==> src/rtl/sram_march_bist.sv <==
// March C- built-in self-test sequencer for one single-port SRAM macro.
// Issues one macro op per cycle and scores reads through a latency-matched compare pipe.
module sram_march_bist #(
   parameter int ADDR_WIDTH   = 8,
   parameter int DATA_WIDTH   = 32,
   parameter int WMASK_WIDTH  = 4,
   parameter int READ_LATENCY = 1,
   parameter int ERR_WIDTH    = 16
) (
   input  logic                   wb_clock,
   input  logic                   reset,
   input  logic                   start,
   input  logic                   abort,
   output logic                   busy,
   output logic                   done,
   output logic                   pass,
   output logic [2:0]             element,
   output logic [ERR_WIDTH-1:0]   err_count,
   output logic [ADDR_WIDTH-1:0]  first_fail_addr,
   output logic [DATA_WIDTH-1:0]  first_fail_data,
   output logic [2:0]             first_fail_element,
   output logic                   sram_csb,
   output logic                   sram_web,
   output logic [WMASK_WIDTH-1:0] sram_wmask,
   output logic [ADDR_WIDTH-1:0]  sram_addr,
   output logic [DATA_WIDTH-1:0]  sram_din,
   input  logic [DATA_WIDTH-1:0]  sram_dout
);

   localparam logic [1:0] S_IDLE  = 2'd0;
   localparam logic [1:0] S_RUN   = 2'd1;
   localparam logic [1:0] S_DRAIN = 2'd2;
   localparam logic [1:0] S_DONE  = 2'd3;
   localparam logic [2:0] LAST_DRAIN = 3'(READ_LATENCY - 1);
   localparam int         LT = READ_LATENCY - 1;

   logic [1:0]            state_q, state_d;
   logic [2:0]            elem_q, elem_d;
   logic [ADDR_WIDTH-1:0] addr_q, addr_d;
   logic                  wr_q, wr_d;
   logic [2:0]            drain_q, drain_d;
   logic [ERR_WIDTH-1:0]  err_q, err_d;
   logic [ADDR_WIDTH-1:0] ff_addr_q, ff_addr_d;
   logic [DATA_WIDTH-1:0] ff_data_q, ff_data_d;
   logic [2:0]            ff_elem_q, ff_elem_d;

   logic                  rd_vld_q  [READ_LATENCY];
   logic                  rd_exp_q  [READ_LATENCY];
   logic [ADDR_WIDTH-1:0] rd_addr_q [READ_LATENCY];
   logic [2:0]            rd_elem_q [READ_LATENCY];

   logic       running, busy_w, go, kill, issue_rd, is_wr;
   logic       has_rd, has_wr, desc, addr_end, wr_bg, rd_bg, miscmp;
   logic [2:0] elem_nx;

   assign running  = (state_q == S_RUN);
   assign busy_w   = running || (state_q == S_DRAIN);
   assign go       = !busy_w && start && !abort;
   assign kill     = busy_w && abort;
   assign has_rd   = (elem_q != 3'd0);
   assign has_wr   = (elem_q != 3'd5);
   assign desc     = (elem_q == 3'd3) || (elem_q == 3'd4);
   assign addr_end = desc ? (addr_q == '0) : (addr_q == '1);
   assign elem_nx  = elem_q + 3'd1;
   assign wr_bg    = (elem_q == 3'd1) || (elem_q == 3'd3);
   assign rd_bg    = (elem_q == 3'd2) || (elem_q == 3'd4);
   assign issue_rd = running && !wr_q;
   assign is_wr    = running && wr_q;
   assign miscmp   = rd_vld_q[LT] && (sram_dout != {DATA_WIDTH{rd_exp_q[LT]}});

   // Sequencer: wr_q selects the write half of a read/write pair at one address.
   always_comb begin
      state_d = state_q;
      elem_d  = elem_q;
      addr_d  = addr_q;
      wr_d    = wr_q;
      drain_d = drain_q;
      if (go) begin
         state_d = S_RUN;
         elem_d  = 3'd0;
         addr_d  = '0;
         wr_d    = 1'b1;
      end else if (kill) begin
         state_d = S_IDLE;
      end else if (running) begin
         if (!wr_q && has_wr) begin
            wr_d = 1'b1;
         end else if (addr_end) begin
            if (elem_q == 3'd5) begin
               state_d = S_DRAIN;
               drain_d = 3'd0;
            end else begin
               elem_d = elem_nx;
               addr_d = ((elem_nx == 3'd3) || (elem_nx == 3'd4)) ? '1 : '0;
               wr_d   = 1'b0;
            end
         end else begin
            addr_d = desc ? (addr_q - ADDR_WIDTH'(1)) : (addr_q + ADDR_WIDTH'(1));
            wr_d   = !has_rd;
         end
      end else if (state_q == S_DRAIN) begin
         if (drain_q == LAST_DRAIN) state_d = S_DONE;
         else drain_d = drain_q + 3'd1;
      end
   end

   always_comb begin
      err_d     = err_q;
      ff_addr_d = ff_addr_q;
      ff_data_d = ff_data_q;
      ff_elem_d = ff_elem_q;
      if (go) begin
         err_d     = '0;
         ff_addr_d = '0;
         ff_data_d = '0;
         ff_elem_d = 3'd0;
      end else if (miscmp && !kill) begin
         if (err_q != '1) err_d = err_q + ERR_WIDTH'(1);
         if (err_q == '0) begin
            ff_addr_d = rd_addr_q[LT];
            ff_data_d = sram_dout;
            ff_elem_d = rd_elem_q[LT];
         end
      end
   end

   always_ff @(posedge wb_clock) begin
      if (reset) begin
         state_q   <= S_IDLE;
         elem_q    <= 3'd0;
         addr_q    <= '0;
         wr_q      <= 1'b0;
         drain_q   <= 3'd0;
         err_q     <= '0;
         ff_addr_q <= '0;
         ff_data_q <= '0;
         ff_elem_q <= 3'd0;
         for (int i = 0; i < READ_LATENCY; i++) rd_vld_q[i] <= 1'b0;
      end else begin
         state_q   <= state_d;
         elem_q    <= elem_d;
         addr_q    <= addr_d;
         wr_q      <= wr_d;
         drain_q   <= drain_d;
         err_q     <= err_d;
         ff_addr_q <= ff_addr_d;
         ff_data_q <= ff_data_d;
         ff_elem_q <= ff_elem_d;
         rd_vld_q[0] <= issue_rd && !kill;
         for (int i = 1; i < READ_LATENCY; i++) rd_vld_q[i] <= rd_vld_q[i-1] && !kill && !go;
      end
   end

   // Compare pipe payload: qualified by rd_vld_q, so it needs no reset.
   always_ff @(posedge wb_clock) begin
      rd_exp_q[0]  <= rd_bg;
      rd_addr_q[0] <= addr_q;
      rd_elem_q[0] <= elem_q;
      for (int i = 1; i < READ_LATENCY; i++) begin
         rd_exp_q[i]  <= rd_exp_q[i-1];
         rd_addr_q[i] <= rd_addr_q[i-1];
         rd_elem_q[i] <= rd_elem_q[i-1];
      end
   end

   assign busy               = busy_w;
   assign done               = (state_q == S_DONE);
   assign pass               = (state_q == S_DONE) && (err_q == '0);
   assign element            = elem_q;
   assign err_count          = err_q;
   assign first_fail_addr    = ff_addr_q;
   assign first_fail_data    = ff_data_q;
   assign first_fail_element = ff_elem_q;
   assign sram_csb           = !running;
   assign sram_web           = !is_wr;
   assign sram_wmask         = is_wr ? '1 : '0;
   assign sram_addr          = running ? addr_q : '0;
   assign sram_din           = (is_wr && wr_bg) ? '1 : '0;

endmodule

==> config.mk <==
export PLATFORM = sky130hd
export DESIGN_NAME = sram_march_bist
export DESIGN_NICKNAME = d
export VERILOG_FILES = /design/src/rtl/sram_march_bist.sv
export SDC_FILE = /design/constraint.sdc
export NUM_CORES = 1
export LEC_CHECK = 0
export CORE_UTILIZATION = 45
export DETAILED_ROUTE_END_ITERATION = 8
export PLACE_DENSITY = 0.77
export SETUP_SLACK_MARGIN = 0.3
export SLEW_MARGIN = 20
export SYNTH_ARGS = -nofsm -noshare
export SYNTH_HDL_FRONTEND = slang
export SYNTH_SLANG_ARGS = --single-unit
export TNS_END_PERCENT = 20
==> constraint.sdc <==
create_clock -name wb_clock -period 7.8 [get_ports wb_clock]
set_clock_uncertainty 0.1 [all_clocks]
set_input_delay 1.17 -clock wb_clock [delete_from_list [all_inputs] [get_ports wb_clock]]
set_output_delay 1.17 -clock wb_clock [all_outputs]
set_load 0.05 [all_outputs]
==> results of run 1 <==
## sequential cells by signal, summed over array words and instances, names as in the netlist, 2 cells and up
signal	count
drain_q	3
addr_q	8
first_fail_addr	8
first_fail_element	3
err_count	16
state_q	2
rd_elem_q	3
element	3
first_fail_data	32
rd_addr_q	8
## critical path, cell delays in order
cell	delay, ns
clkdlybuf4s50_1	0.46
or4_1	0.53
nor4_1	0.36
o22ai_1	0.26
o211ai_4	0.69
buf_4	0.52
mux2i_1	0.26
nor2_1	0.05
## area by class of cell
type | instances | area [um^2]
fillers | 850 | 3750
multi-input cells | 349 | 2320
well taps | 133 | 166
flip-flops and latches | 89 | 1780
inverters | 16 | 60.1
repair buffers | 148 | 1480
clock inverters | 7 | 101
clock buffers | 9 | 124
## through the flow
stage / setup slack [ns] / total power [W] / util
global route: 3.37 / 0.00118 / 0.617
global placement: 3.23 / 0.000777 / 0.593
CTS: 3.56 / 0.00114 / 0.616
finish: 3.61 / 0.00113 / 0.617
detailed placement: 3.17 / 0.000784 / 0.593
floorplan: 3.35 / 0.000714 / -
## path summary, 6_finish.rpt
check               start  cells after the start             endpoint
max          sram_dout[3]                      8  first_fail_data[13]
min            element[1]                      0      rd_elem_q[0][1]
max reg2reg    element[0]                      8            addr_q[3]
min reg2reg    element[1]                      0      rd_elem_q[0][1]
## metal layers
metal / wire (um) / up-vias / track usage
met5: 0 / - / 0
met4: 134 / 0 / 0.0615
met3: 698 / 15 / 0.0420
met2: 5110 / 129 / 0.356
met1: 4970 / 1858 / 0.263
li1: - / 1975 / -
## power breakdown
part	switching, W	leakage [nW]	internal (W)	total [W]
Sequential	0.0000189	0.718	0.000477	0.000496
Combinational	0.000173	1.68	0.000105	0.000278
Clock	0.000172	0.112	0.000184	0.000355
Total	0.000363	2.51	0.000766	0.00113
## synth_stat cells (4+ instances only)
cell	number	area share
a21o_1	4	0.0066
nor4_1	8	0.011
dfxtp_1	89	0.39
nand4_1	13	0.018
nor3_1	14	0.015
buf_12	4	0.018
a211oi_1	5	0.0082
mux2i_1	44	0.097
ha_1	21	0.058
inv_1	16	0.013
or4_1	9	0.015
xnor2_1	7	0.013
o211ai_1	4	0.0066
nor2_1	67	0.055
a21oi_1	25	0.027
nand2_1	24	0.020
buf_4	36	0.059
clkbuf_1	12	0.0099
o21ai_0	12	0.013
and2_1	16	0.022
and3_1	5	0.0069
or3_1	13	0.018
nand3_1	11	0.012
o21ai_1	7	0.0077
## cell families (layout without fill, tap and decap cells)
kind of cell,Yosys count,in the layout,synth area share
mux,47,47,0.104
xor+xnor,9,9,0.0173
buf+inv,70,180,0.104
fa+ha+maj,22,22,0.0621
simple gates,192,192,0.212
flops,89,89,0.391
compound gates,79,79,0.109
==> impl_metrics.csv, run 1 <==
group,metric,value,unit
outcome,outcome,"finished clean",
die,coreArea,9770,um^2
routing,ant_nets,0,
die,fp.dieArea,10500,um^2
synth,synthArstFlopShare,0,
power_and_ir_drop,p_per_area,187,nW/um^2
place,place_inst,735,
worst_setup_path,critical_path_peak_fanout,26,
hold_path,hold_class,"register to register",
timing,slew_viol_final,0,
place,finalWeightedCongestion,0.852,
die,num_rows,36,
timing,hold_violations,0,
synth,syn_nets,566,
place,placed_cell_area,5800,um^2
global_routing,antenna_found_initial,0,
clock_tree,postCtsHoldBufs,0,
finish,finalNonFillerCells,751,
synth,synth-seq-area-share,0.391,
timing,min_period_over_period,0.537,
finish,diodes,0,
worst_setup_path,cp-end-kind,"register",
synth,synth_seq_cells,89,
timing,setup_viol_count_final,0,
place,place_hpwl,7.96,mm
finish,final_area,6030,um^2
global_routing,grt_pass1_vias,3835,
clock_tree,cts-root-buf,"clkbuf_8",
synth,yosysWarnings,0,
finish,fin_nets,671,
global_routing,grt_max_degree,64,
routing,drt-pass1-iter-count,4,
routing,vias,3977,
worst_setup_path,critPathArrivalTime,4.30,ns
synth,synthFlopType,"dfxtp_1",
worst_setup_path,r2r_setup_slack,4.74,ns
finish,drive_gt1_frac,0.0388,
timing,worst_pin_slew,1.03,ns
clock_tree,ctsResizeCount,0,
clock_tree,max-clock-path-buffers,2,
place,port_buffers,146,
clock_tree,numCtsBuffers,9,
timing,rsz0062_at_grt,"no",
clock_tree,clock_latency,0.36,ns
timing,timing.fmax,0.239,GHz
clock_tree,cts_tree,"built",
routing,drt_iter0_drc,127,
synth,synth_cells,508,
worst_setup_path,critPathLaunchType,"primary input",
die,die_w,103,um
synth,synth_edf_count,0,
routing,viasPerCell,5.30,
die,die_y,103,um
clock_tree,htree_levels,3,
timing,final.setup.tns,0,ns
global_routing,overflow,0,
worst_setup_path,crit_type,"primary input to register",
die,start_util,0.466,
timing,post-route-min-period,4.19,ns
power_and_ir_drop,leakagePower,2.51,nW
global_routing,grt_pass1_wl,17.5,mm
synth,netlist_area,4550,um^2
finish,area_delta_synth_final,32.3,%
timing,slew_headroom,0.311,
routing,wl,10.9,mm
synth,postSynthAreaPerCell,8.97,um^2
clock_tree,path_clk_slew,0.09,ns
die,pin_count,147,
global_routing,grt_use_total,0.208,
finish,layout_commonest_cell,"clkdlybuf4s50_1",
timing,hold_slack,0.338,ns
job,max_cap_viol_count,0,
clock_tree,clock-sinks,89,
synth,ys_types,49,
worst_setup_path,crit_required,7.92,ns
finish,mostFrequentLayoutCells,"clkdlybuf4s50_1 (146), dfxtp_1 (89), nor2_1 (67)",
power_and_ir_drop,vdd_drop_max,0.118,mV
clock_tree,postCtsSetupBuffers,0,
routing,wl_per_cell,14.5,um
routing,drc,0,
No activity file was read; power rests on OpenSTA's default activity.
==> run 2, diff against run 1 <==
Clock period 7.8 ns to 4.25 ns, I/O delays scaled along.
==> run 2 against run 1 <==
Wire length rose by 0.90%. Total power is 75% higher. Die area unchanged. Hold slack gained 0.0021 ns. Count of clock-buffer cells in the layout unchanged. Design area decreased by 0.12%. Register-to-register slack lost 3.5 ns. First-iteration DRC count up 43%. Non-clock buffer count grew 3. Critical path type is now register to output port. Highest routed layer unchanged.
==> impl_metrics.csv, run 2 (same netlist as run 1, synthesis figures left out) <==
group,metric,value,unit
timing,timing.fmax,0.283,GHz
worst_setup_path,critPathBufInv,3,
timing,final.setup.tns,0,ns
power_and_ir_drop,leakagePower,2.50,nW
die,start_util,0.466,
worst_setup_path,crit_required,3.51,ns
routing,wl_per_cell,14.6,um
global_routing,grt_max_degree,46,
clock_tree,clock_latency,0.35,ns
finish,largest_register_ffs,32,
finish,multi_input_area,2310,um^2
global_routing,antenna_found_initial,0,
finish,seq_area,1780,um^2
clock_tree,postCtsSetupBuffers,0,
die,num_rows,36,
finish,fin_nets,674,
die,die_y,103,um
place,finalWeightedCongestion,0.831,
place,pre_cts_ws,0.620,ns
timing,worst_pin_slew,0.849,ns
clock_tree,ctsResizeCount,0,
worst_setup_path,slowest_delay,0.87,ns
routing,wl,11.0,mm
timing,slew_headroom,0.432,
routing,drc,0,
die,coreArea,9770,um^2
routing,ant_nets,0,
routing,vias,4049,
worst_setup_path,slowest_stage,"clkdlybuf4s50_1",
finish,mostFrequentLayoutCells,"clkdlybuf4s50_1 (146), dfxtp_1 (89), nor2_1 (67)",
timing,slew_viol_final,0,
global_routing,grt_use_total,0.207,
timing,hold_slack,0.340,ns
worst_setup_path,cp_cell_sequence,"inv_1 > ha_1 > nand2_1 > nor2_1 > buf_4 > clkdlybuf4s50_1",
clock_tree,cts_tree,"built",
worst_setup_path,crit_type,"register to output port",
power_and_ir_drop,total_power,0.00198,W
global_routing,grt_pass1_wl,17.4,mm
timing,min_period_over_period,0.831,
power_and_ir_drop,p_per_area,329,nW/um^2
worst_setup_path,critical_path_peak_fanout,32,
job,max_cap_viol_count,0,
outcome,outcome,"finished clean",
hold_path,hold_class,"register to register",
global_routing,overflow,0,
timing,layout_setup_ws,0.720,ns
clock_tree,path_clk_slew,0.09,ns
finish,diodes,0,
timing,rsz0062_at_grt,"no",
routing,drt-pass1-iter-count,5,
timing,hold_violations,0,
timing,post-route-min-period,3.53,ns
routing,drt_iter0_drc,181,
clock_tree,clock-sinks,89,
place,port_buffers,146,
die,fp.dieArea,10500,um^2
timing,setup_viol_count_final,0,
finish,layout_commonest_cell,"clkdlybuf4s50_1",
worst_setup_path,critPathLaunchType,"register",
worst_setup_path,critPathArrivalTime,2.79,ns
place,place_hpwl,8.11,mm
clock_tree,postCtsHoldBufs,0,
finish,area_delta_synth_final,32.2,%
finish,drive_gt1_frac,0.0435,
routing,viasPerCell,5.37,
global_routing,grt_pass1_vias,3720,
worst_setup_path,crit_family,"buffers and inverters",
clock_tree,cts-root-buf,"clkbuf_8",
power_and_ir_drop,vdd_drop_max,0.311,mV
worst_setup_path,cp-end-kind,"output port",
clock_tree,max-clock-path-buffers,2,
die,pin_count,147,
die,die_w,103,um
clock_tree,htree_levels,3,
finish,final.fill_count,867,
clock_tree,numCtsBuffers,9,
-- run 2: changes by cell type in the layout (fill, tap and decap cells not counted) --
| cell | before | now |
|---|---|---|
| buf_4 | 2 | 5 |
| bufinv_16 | 2 | 0 |
| clkinv_8 | 0 | 2 |
| clkinv_2 | 1 | 0 |
| clkinvlp_4 | 1 | 2 |
| nand2_2 | 0 | 1 |
| nand2_4 | 1 | 0 |
-- run 2: worst reg2reg max path, delay by kind of cell, from the launching register on --
kind / cells / cell delay (ns)
AOI/OAI and AO/OA: 2 / 0.71
adders and majority gates: 1 / 0.25
buffers and inverters: 1 / 0.12
DFF: 1 / 0.52
muxes: 1 / 0.40
and+or+nand+nor: 3 / 0.81
-- run 2: area by class of cell --
type | count | area share
Clock buffer | 9 | 0.0206
Clock inverter | 7 | 0.0127
Inverter | 16 | 0.00998
Multi-Input combinational cell | 349 | 0.384
Sequential cell | 89 | 0.296
Tap cell | 133 | 0.0276
Timing Repair Buffer | 151 | 0.249
-- run 2: report_power, final --
group	switching [W]	leakage, nW	total [W]	internal (W)
clock	0.000328	0.0935	0.000557	0.000229
sequential	0.0000348	0.718	0.000911	0.000876
combinational	0.000320	1.69	0.000514	0.000195
-- run 2: per-stage QoR --
| step | instance area, um^2 | std cells | utilization |
|---|---|---|---|
| floorplan | 4550 | 508 | - |
| global route | 6020 | 754 | 0.616 |
| CTS | 6020 | 754 | 0.616 |
| finish | 6020 | 754 | 0.616 |
| detailed placement | 5820 | 738 | 0.595 |
| global placement | 5820 | 738 | 0.595 |
-- run 2: worst paths after layout --
kind | end | cells after the start | startpoint | slack (ns)
min reg2reg | rd_addr_q[0][3] | 0 | addr_q[3] | 0.34
max | sram_din[27] | 6 | state_q[1] | 0.72
min | rd_addr_q[0][3] | 0 | addr_q[3] | 0.34
max reg2reg | addr_q[4] | 8 | element[0] | 1.20
-- run 2: metal layers --
metal / part of all wire / vias to the layer above / GRT usage
met2: 0.46 / 162 / 0.337
met5: 0 / - / 0
li1: - / 1986 / -
met3: 0.082 / 14 / 0.0447
met4: 0.013 / 0 / 0.0692
met1: 0.44 / 1887 / 0.272
==> run 3, diff against run 2 <==
Clock period 4.25 ns to 3.7 ns, I/O delays scaled along.
==> run 3 against run 2 <==
Cell count increased by 0.13%. Count of clock-buffer cells in the layout unchanged. Die area unchanged. Wire length decreased by 0.99%. Total power increased by 16%. Design area increased by 0.54%. Global-route usage increased by 0.051 points. Via count decreased by 1.9%. Flip-flop and latch count unchanged. Hold slack improved by 0.0016 ns. Largest cell class unchanged. Largest power group unchanged.
==> impl_metrics.csv, run 3 (same netlist as run 1, synthesis figures left out) <==
group,metric,value,unit
outcome,outcome,"finished clean",
place,pre_cts_ws,0.415,ns
timing,hold_violations,0,
worst_setup_path,slowest_delay,0.80,ns
power_and_ir_drop,p_per_area,379,nW/um^2
clock_tree,postCtsHoldBufs,0,
worst_setup_path,r2r_setup_slack,0.87,ns
die,coreArea,9770,um^2
clock_tree,path_clk_slew,0.09,ns
die,die_w,103,um
place,place_hpwl,8.04,mm
routing,wl_per_cell,14.4,um
clock_tree,cts-root-buf,"clkbuf_8",
clock_tree,ctsResizeCount,0,
place,finalWeightedCongestion,0.850,
clock_tree,clock-sinks,89,
finish,largest_register_ffs,32,
global_routing,grt_max_degree,44,
timing,slew_headroom,0.468,
timing,hold_slack,0.342,ns
worst_setup_path,critPathLaunchType,"register",
worst_setup_path,critical_path_peak_fanout,6,
finish,layout_commonest_cell,"clkdlybuf4s50_1",
global_routing,grt_pass1_wl,17.3,mm
worst_setup_path,crit_type,"register to output port",
routing,ant_nets,0,
die,start_util,0.466,
global_routing,overflow,0,
clock_tree,postCtsSetupBuffers,0,
die,num_rows,36,
global_routing,grt_use_total,0.208,
worst_setup_path,cp_cell_sequence,"inv_1 > ha_1 > nor4b_1 > and4_1 > and2_1 > clkdlybuf4s50_1",
place,place_inst,739,
finish,drive_gt1_frac,0.0466,
routing,drt_iter0_drc,101,
power_and_ir_drop,vdd_drop_max,0.282,mV
die,pin_count,147,
timing,layout_setup_ws,0.472,ns
finish,area_delta_synth_final,32.9,%
routing,drt-pass1-iter-count,4,
finish,final.fill_count,874,
finish,diodes,0,
timing,rsz0062_at_grt,"no",
clock_tree,clock_latency,0.36,ns
routing,wl,10.9,mm
timing,post-route-min-period,3.23,ns
global_routing,grt_pass1_vias,3746,
timing,slew_viol_final,0,
die,fp.dieArea,10500,um^2
place,port_buffers,146,
routing,vias,3971,
job,max_cap_viol_count,0,
clock_tree,numCtsBuffers,9,
die,die_y,103,um
power_and_ir_drop,leakagePower,2.52,nW
hold_path,hold_class,"register to register",
timing,min_period_over_period,0.873,
clock_tree,cts_tree,"built",
worst_setup_path,critPathArrivalTime,2.57,ns
worst_setup_path,cp-end-kind,"output port",
finish,seq_area,1780,um^2
finish,finalNonFillerCells,755,
finish,multi_input_area,2310,um^2
routing,viasPerCell,5.26,
worst_setup_path,slowest_stage,"clkdlybuf4s50_1",
timing,setup_viol_count_final,0,
routing,drc,0,
timing,final.setup.tns,0,ns
finish,fin_nets,675,
timing,timing.fmax,0.310,GHz
timing,worst_pin_slew,0.786,ns
global_routing,antenna_found_initial,0,
power_and_ir_drop,total_power,0.00229,W
finish,mostFrequentLayoutCells,"clkdlybuf4s50_1 (146), dfxtp_1 (89), nor2_1 (66)",
clock_tree,htree_levels,3,
worst_setup_path,crit_required,3.04,ns
clock_tree,max-clock-path-buffers,2,
run 3: area by class of cell:
type / instances / area share
Tap cell: 133 / 0.0275
Sequential cell: 89 / 0.294
Clock buffer: 9 / 0.0205
Multi-Input combinational cell: 349 / 0.382
Inverter: 16 / 0.00992
Clock inverter: 7 / 0.0122
Timing Repair Buffer: 152 / 0.253
run 3: power by group:
group          internal (W)  switching [W]
registers           0.00101      0.0000398
clock network      0.000264       0.000383
logic              0.000232       0.000367
run 3: worst paths after layout:
kind | to | startpoint | cells after the start
worst max register to register | addr_q[7] | element[1] | 10
worst min register to register | rd_addr_q[0][3] | addr_q[3] | 0
worst max-delay path | pass | err_count[0] | 6
worst min-delay path | rd_addr_q[0][3] | addr_q[3] | 0
run 3: metrics by stage:
stage	area, um^2	util
after floorplan	4560	-
after global placement	5850	0.599
after detailed placement	5850	0.599
after CTS	6050	0.619
after global routing	6050	0.619
final	6050	0.619
run 3: worst max-delay path: cells and delay by family (launching register included):
kind,cells,cell delay [ns]
buffers and inverters,2,0.89
flip-flops,1,0.37
AND/OR/NAND/NOR,3,0.82
adder cells (fa/ha/maj),1,0.14
run 3: layer usage:
layer | vias up | part of all wire | global-route usage
met5 | - | 0 | 0
met4 | 0 | 0.021 | 0.0934
met3 | 18 | 0.066 | 0.0420
met2 | 127 | 0.46 | 0.348
met1 | 1844 | 0.45 | 0.258
li1 | 1982 | - | -
==> patch 1, RTL diff (settings of run 3) <==
Make the reset (`reset`) asynchronous in one clocked block.
--- a/src/rtl/sram_march_bist.sv
+++ b/src/rtl/sram_march_bist.sv
@@ -126,3 +126,3 @@
 
-   always_ff @(posedge wb_clock) begin
+   always_ff @(posedge wb_clock or posedge reset) begin
       if (reset) begin
Formal check against the unedited RTL: differs if reset is asserted again (counterexample within 4 cycles, from zero or initial values and one cycle with reset high); with reset held inactive, the same outputs for 10 cycles.
==> patch 1 against run 3 <==
Wire length is 8.2% higher; global-route usage increased by 0.52 points; setup slack worse by 0.14 ns; area after synthesis is 8.6% higher; sequential cell count unchanged; design area grew 6.3%; die area increased by 8.5%; highest routed layer unchanged.
Power is not compared: it rests on default switching activity, and its combinational part moved more than twofold at a synthesized area within 25%.
==> patch 1: results (changes against run 3) <==
[status]
outcome=finished clean  ; unchanged

[route]
dr_wl_met2_mm=5.88  ; was 5.05 mm
wirelength_mm=11.8  ; was 10.9 mm
met3_length_um=535  ; was 723 um
met1_length_mm=5.26  ; was 4.90 mm
vias=4028  ; was 3971
drt-initial-drc-count=252  ; was 101

[synth]
synth-compound-area-share=0.122  ; was 0.109
synth_common_cells=77 x dfrtp_1, 61 x nor2_1, 45 x mux2i_1  ; was 89 x dfxtp_1, 67 x nor2_1, 44 x mux2i_1
synthTopCellsByArea=dfrtp_1 39%, mux2i_1 9.1%, buf_4 5.3%  ; was dfxtp_1 39%, mux2i_1 9.7%, buf_4 5.9%
synthMuxAreaShare=0.0956  ; was 0.104
ys.flop_type=dfrtp_1  ; was dfxtp_1
seq_area_frac_synth=0.438  ; was 0.391
synth.net_count=556  ; was 566
synthDistinctLibCells=54  ; was 49
synth_fa_ha_area_frac=0.0521  ; was 0.0621
synth_xor_area_frac=0.00531  ; was 0.0173

[sta]
whs_ns=0.295  ; was 0.342 ns
slew_headroom=0.556  ; was 0.468
fmax_mhz=296  ; was 310 MHz

[layout]
drive_gt1_frac=0.0812  ; was 0.0466
largest_reg_flops=32  ; unchanged
fill_cells=907  ; was 874
num-nets-final=667  ; was 675

[placed_design]
hpwlAfterDp_mm=8.63  ; was 8.04 mm
gp_congestion=0.823  ; was 0.850
io_buffers=146  ; unchanged
place_ws_ns=0.478  ; was 0.415 ns

[global_routing]
grt_pass1_wl_mm=19.2  ; was 17.3 mm
grt_pass1_vias=3945  ; was 3746
use_met3=0.0389  ; was 0.0420

[min_path]
hold_path_class=input pin to asynchronous set/reset pin  ; was register to register

[worst_setup_path]
slowest_delay_ns=0.86  ; was 0.80 ns
critical_path_peak_fanout=32  ; was 6
r2r_start=element[0]$_DFFE_PP0P_  ; was element[1]$_SDFFE_PP0P_
regToRegSetupSlack_ns=0.52  ; was 0.87 ns

[cts]
cts_resized=1  ; was 0

==> patch 1: worst register-to-register path, stage by stage, from the launching register on <==
cell      delay [ns]
dfrtp_1         0.52
inv_1           0.14
ha_1            0.25
mux2_2          0.38
ha_1            0.31
a21oi_1         0.18
o211ai_1        0.18
o41ai_1         0.37
xnor2_1         0.14
o2111a_1        0.15
a2111o_1        0.34
==> patch 1: final cells by class <==
type / instances / share of cell area
multi-input combinational: 334 / 0.353
sequential: 89 / 0.337
timing repair buffer: 154 / 0.241
tap: 136 / 0.0264
clock buffer: 10 / 0.0214
inverter: 23 / 0.0134
clock inverter: 6 / 0.00894
==> patch 1: how the worst max path moves through the flow <==
stage / to / depth (start not counted) / start
4_1_cts: sram_din[7] / 6 / state_q[1]$_DFFE_PP0P_
5_1_grt: sram_din[30] / 6 / state_q[1]$_DFFE_PP0P_
2_1_floorplan: sram_din[10] / 6 / state_q[1]$_DFFE_PP0P_
3_3_place_gp: err_count[15]$_DFFE_PP0P_ / 8 / sram_dout[12]
6_report: sram_din[17] / 6 / state_q[1]$_DFFE_PP0P_
3_5_place_dp: first_fail_addr[6]$_DFFE_PP0P_ / 8 / sram_dout[12]
==> patch 1: per-stage QoR <==
stage               utilization  instances  power (mW)  instance area, um2
floorplan                     -        500        2.88                4950
global placement          0.592        736        3.46                6230
detailed placement        0.592        736        3.51                6230
CTS                       0.611        752        4.18                6420
global route              0.612        752        4.36                6430
finish                    0.612        752        4.14                6430
==> patch 1: power breakdown <==
| part | switching (mW) | total, mW | internal, mW | leakage [nW] |
|---|---|---|---|---|
| Clock | 0.379 | 0.660 | 0.280 | 0.102 |
| Sequential | 0.174 | 1.38 | 1.21 | 1.14 |
| Combinational | 1.39 | 2.10 | 0.712 | 1.81 |
==> patch 2, RTL diff (flow settings as in run 3) <==
Without the edit above. Change the parameter `ERR_WIDTH` from 16 to 14.
--- a/src/rtl/sram_march_bist.sv
+++ b/src/rtl/sram_march_bist.sv
@@ -7,3 +7,3 @@
    parameter int READ_LATENCY = 1,
-   parameter int ERR_WIDTH    = 16
+   parameter int ERR_WIDTH    = 14
 ) (
Ports: changed (resized err_count); port bits go from 147 to 145. No check against the original RTL was run, so the function may have changed too.
==> patch 2 against run 3 <==
Design area decreased by 2.6%; sequential cell count shrank 2; wire length about the same; core utilization is 1.6 points lower; power up 0.93%; critical path depth decreased by 1; area after synthesis shrank 0.41%; count of clock-buffer cells in the layout unchanged; setup slack better by 0.012 ns.
==> patch 2: results (changes against run 3) <==
[placed_design]
io_buffers=144  ; was 146
dp.cells=729  ; was 739
postPlaceCellArea_um2=5700  ; was 5850 um2
hpwlAfterDp_mm=8.22  ; was 8.04 mm
gp_congestion=0.860  ; was 0.850

[synth]
netlist_instances=502  ; was 508
yosysWarnings=0  ; unchanged
synthDistinctLibCells=59  ; was 49
seq_area_frac_synth=0.384  ; was 0.391
synth.net_count=560  ; was 566
synthTopCellsByArea=dfxtp_1 38%, mux2i_1 11%, buf_4 6.0%  ; was dfxtp_1 39%, mux2i_1 9.7%, buf_4 5.9%
synth_common_cells=87 x dfxtp_1, 58 x nor2_1, 48 x mux2i_1  ; was 89 x dfxtp_1, 67 x nor2_1, 44 x mux2i_1

[cts]
cts_resized=1  ; was 0
numCtsBuffers=9  ; unchanged
path_clk_slew_ns=0.10

[route]
wl_per_cell_um=14.7  ; was 14.4 um
vias_per_cell=5.17  ; was 5.26
drt-initial-drc-count=179  ; was 101

[worst_setup_path]
r2r_start=element[0]$_SDFFE_PP0P_  ; was element[1]$_SDFFE_PP0P_
cp.arrival_ns=2.56  ; was 2.57 ns
critical_path_peak_fanout=19  ; was 6
regToRegSetupSlack_ns=0.55  ; was 0.87 ns
startpoint=state_q[1]$_SDFFE_PP0P_  ; was err_count[0]$_SDFFE_PP0P_
worst-r2r-cell-count=11  ; was 10
crit_end=sram_wmask[2]  ; was pass

[sta]
slew_headroom=0.576  ; was 0.468

[layout]
drive_gt1_frac=0.123  ; was 0.0466
num-nets-final=665  ; was 675
fill_cells=882  ; was 874
multiInputGateArea_um2=2310  ; about the same
largest_reg_flops=32  ; unchanged
fin_cells=745  ; was 755

[status]
outcome=finished clean  ; unchanged

[global_routing]
grt_pass1_vias=3796  ; was 3746
grt_pass1_wl_mm=17.7  ; was 17.3 mm
antenna_found_initial=0  ; unchanged
grt_max_degree=34  ; was 44
track_usage=0.214  ; was 0.208

[power]
irDropWorstVdd_mv=0.252  ; was 0.282 mV
p_leak_nw=2.53  ; was 2.52 nW

patch 2: logic make-up (layout without fill, tap and decap cells):
group	Yosys count	after routing	synth area share
flip-flops	87	87	0.384
buffers and inverters	76	186	0.109
multiplexers	51	51	0.114
AO/OA/AOI/OAI	70	70	0.0974
AND/OR/NAND/NOR	188	188	0.218
XOR/XNOR	8	8	0.0154
adder cells (fa/ha/maj)	22	22	0.0623
patch 2: worst min path at each step:
stage | cells past startpoint | start | to | slack [ns]
after CTS | 0 | addr_q[2]$_SDFFE_PP0P_ | rd_addr_q[0][2]$_DFF_P_ | 0.33
after detailed placement | 0 | addr_q[3]$_SDFFE_PP0P_ | rd_addr_q[0][3]$_DFF_P_ | 0.32
after floorplan | 0 | addr_q[2]$_SDFFE_PP0P_ | rd_addr_q[0][2]$_DFF_P_ | 0.28
after global placement | 0 | addr_q[3]$_SDFFE_PP0P_ | rd_addr_q[0][3]$_DFF_P_ | 0.33
after global routing | 0 | addr_q[3]$_SDFFE_PP0P_ | rd_addr_q[0][3]$_DFF_P_ | 0.36
final | 0 | addr_q[2]$_SDFFE_PP0P_ | rd_addr_q[0][2]$_DFF_P_ | 0.34
patch 2: final cells by class:
cell class / count / share of cell area
tap: 133 / 0.0282
timing repair buffer: 149 / 0.239
clock buffer: 9 / 0.0210
inverter: 21 / 0.0134
clock inverter: 7 / 0.0106
sequential: 87 / 0.295
multi-input combinational: 339 / 0.392
patch 2: power breakdown:
part	leakage [nW]	switching (mW)	total, mW	internal, mW
combinational	1.73	0.403	0.647	0.244
sequential	0.702	0.0407	1.03	0.988
clock	0.0988	0.375	0.637	0.262
patch 2: per-layer routing:
metal | global-route usage | vias up | share of wire
li1 | - | 1946 | -
met1 | 0.270 | 1787 | 0.45
met2 | 0.369 | 116 | 0.48
met3 | 0.0506 | 2 | 0.062
met4 | 0.0484 | 0 | 0.0030
met5 | 0 | - | 0
patch 2: metrics by stage:
step	worst slack, ns	hold WS (ns)	total power, mW
after global placement	0.400	0.333	1.68
after detailed placement	0.312	0.323	1.70
final	0.484	0.341	2.31
after global routing	0.297	0.355	2.43
after floorplan	0.379	0.283	1.53
after CTS	0.420	0.331	2.34
patch 2: critical path, cell delays in order, from the launching register on:
cell and delay, ns:
dfxtp_1 0.35, inv_1 0.09, ha_1 0.52, nand2_1 0.26, inv_1 0.17, clkdlybuf4s50_1 0.83
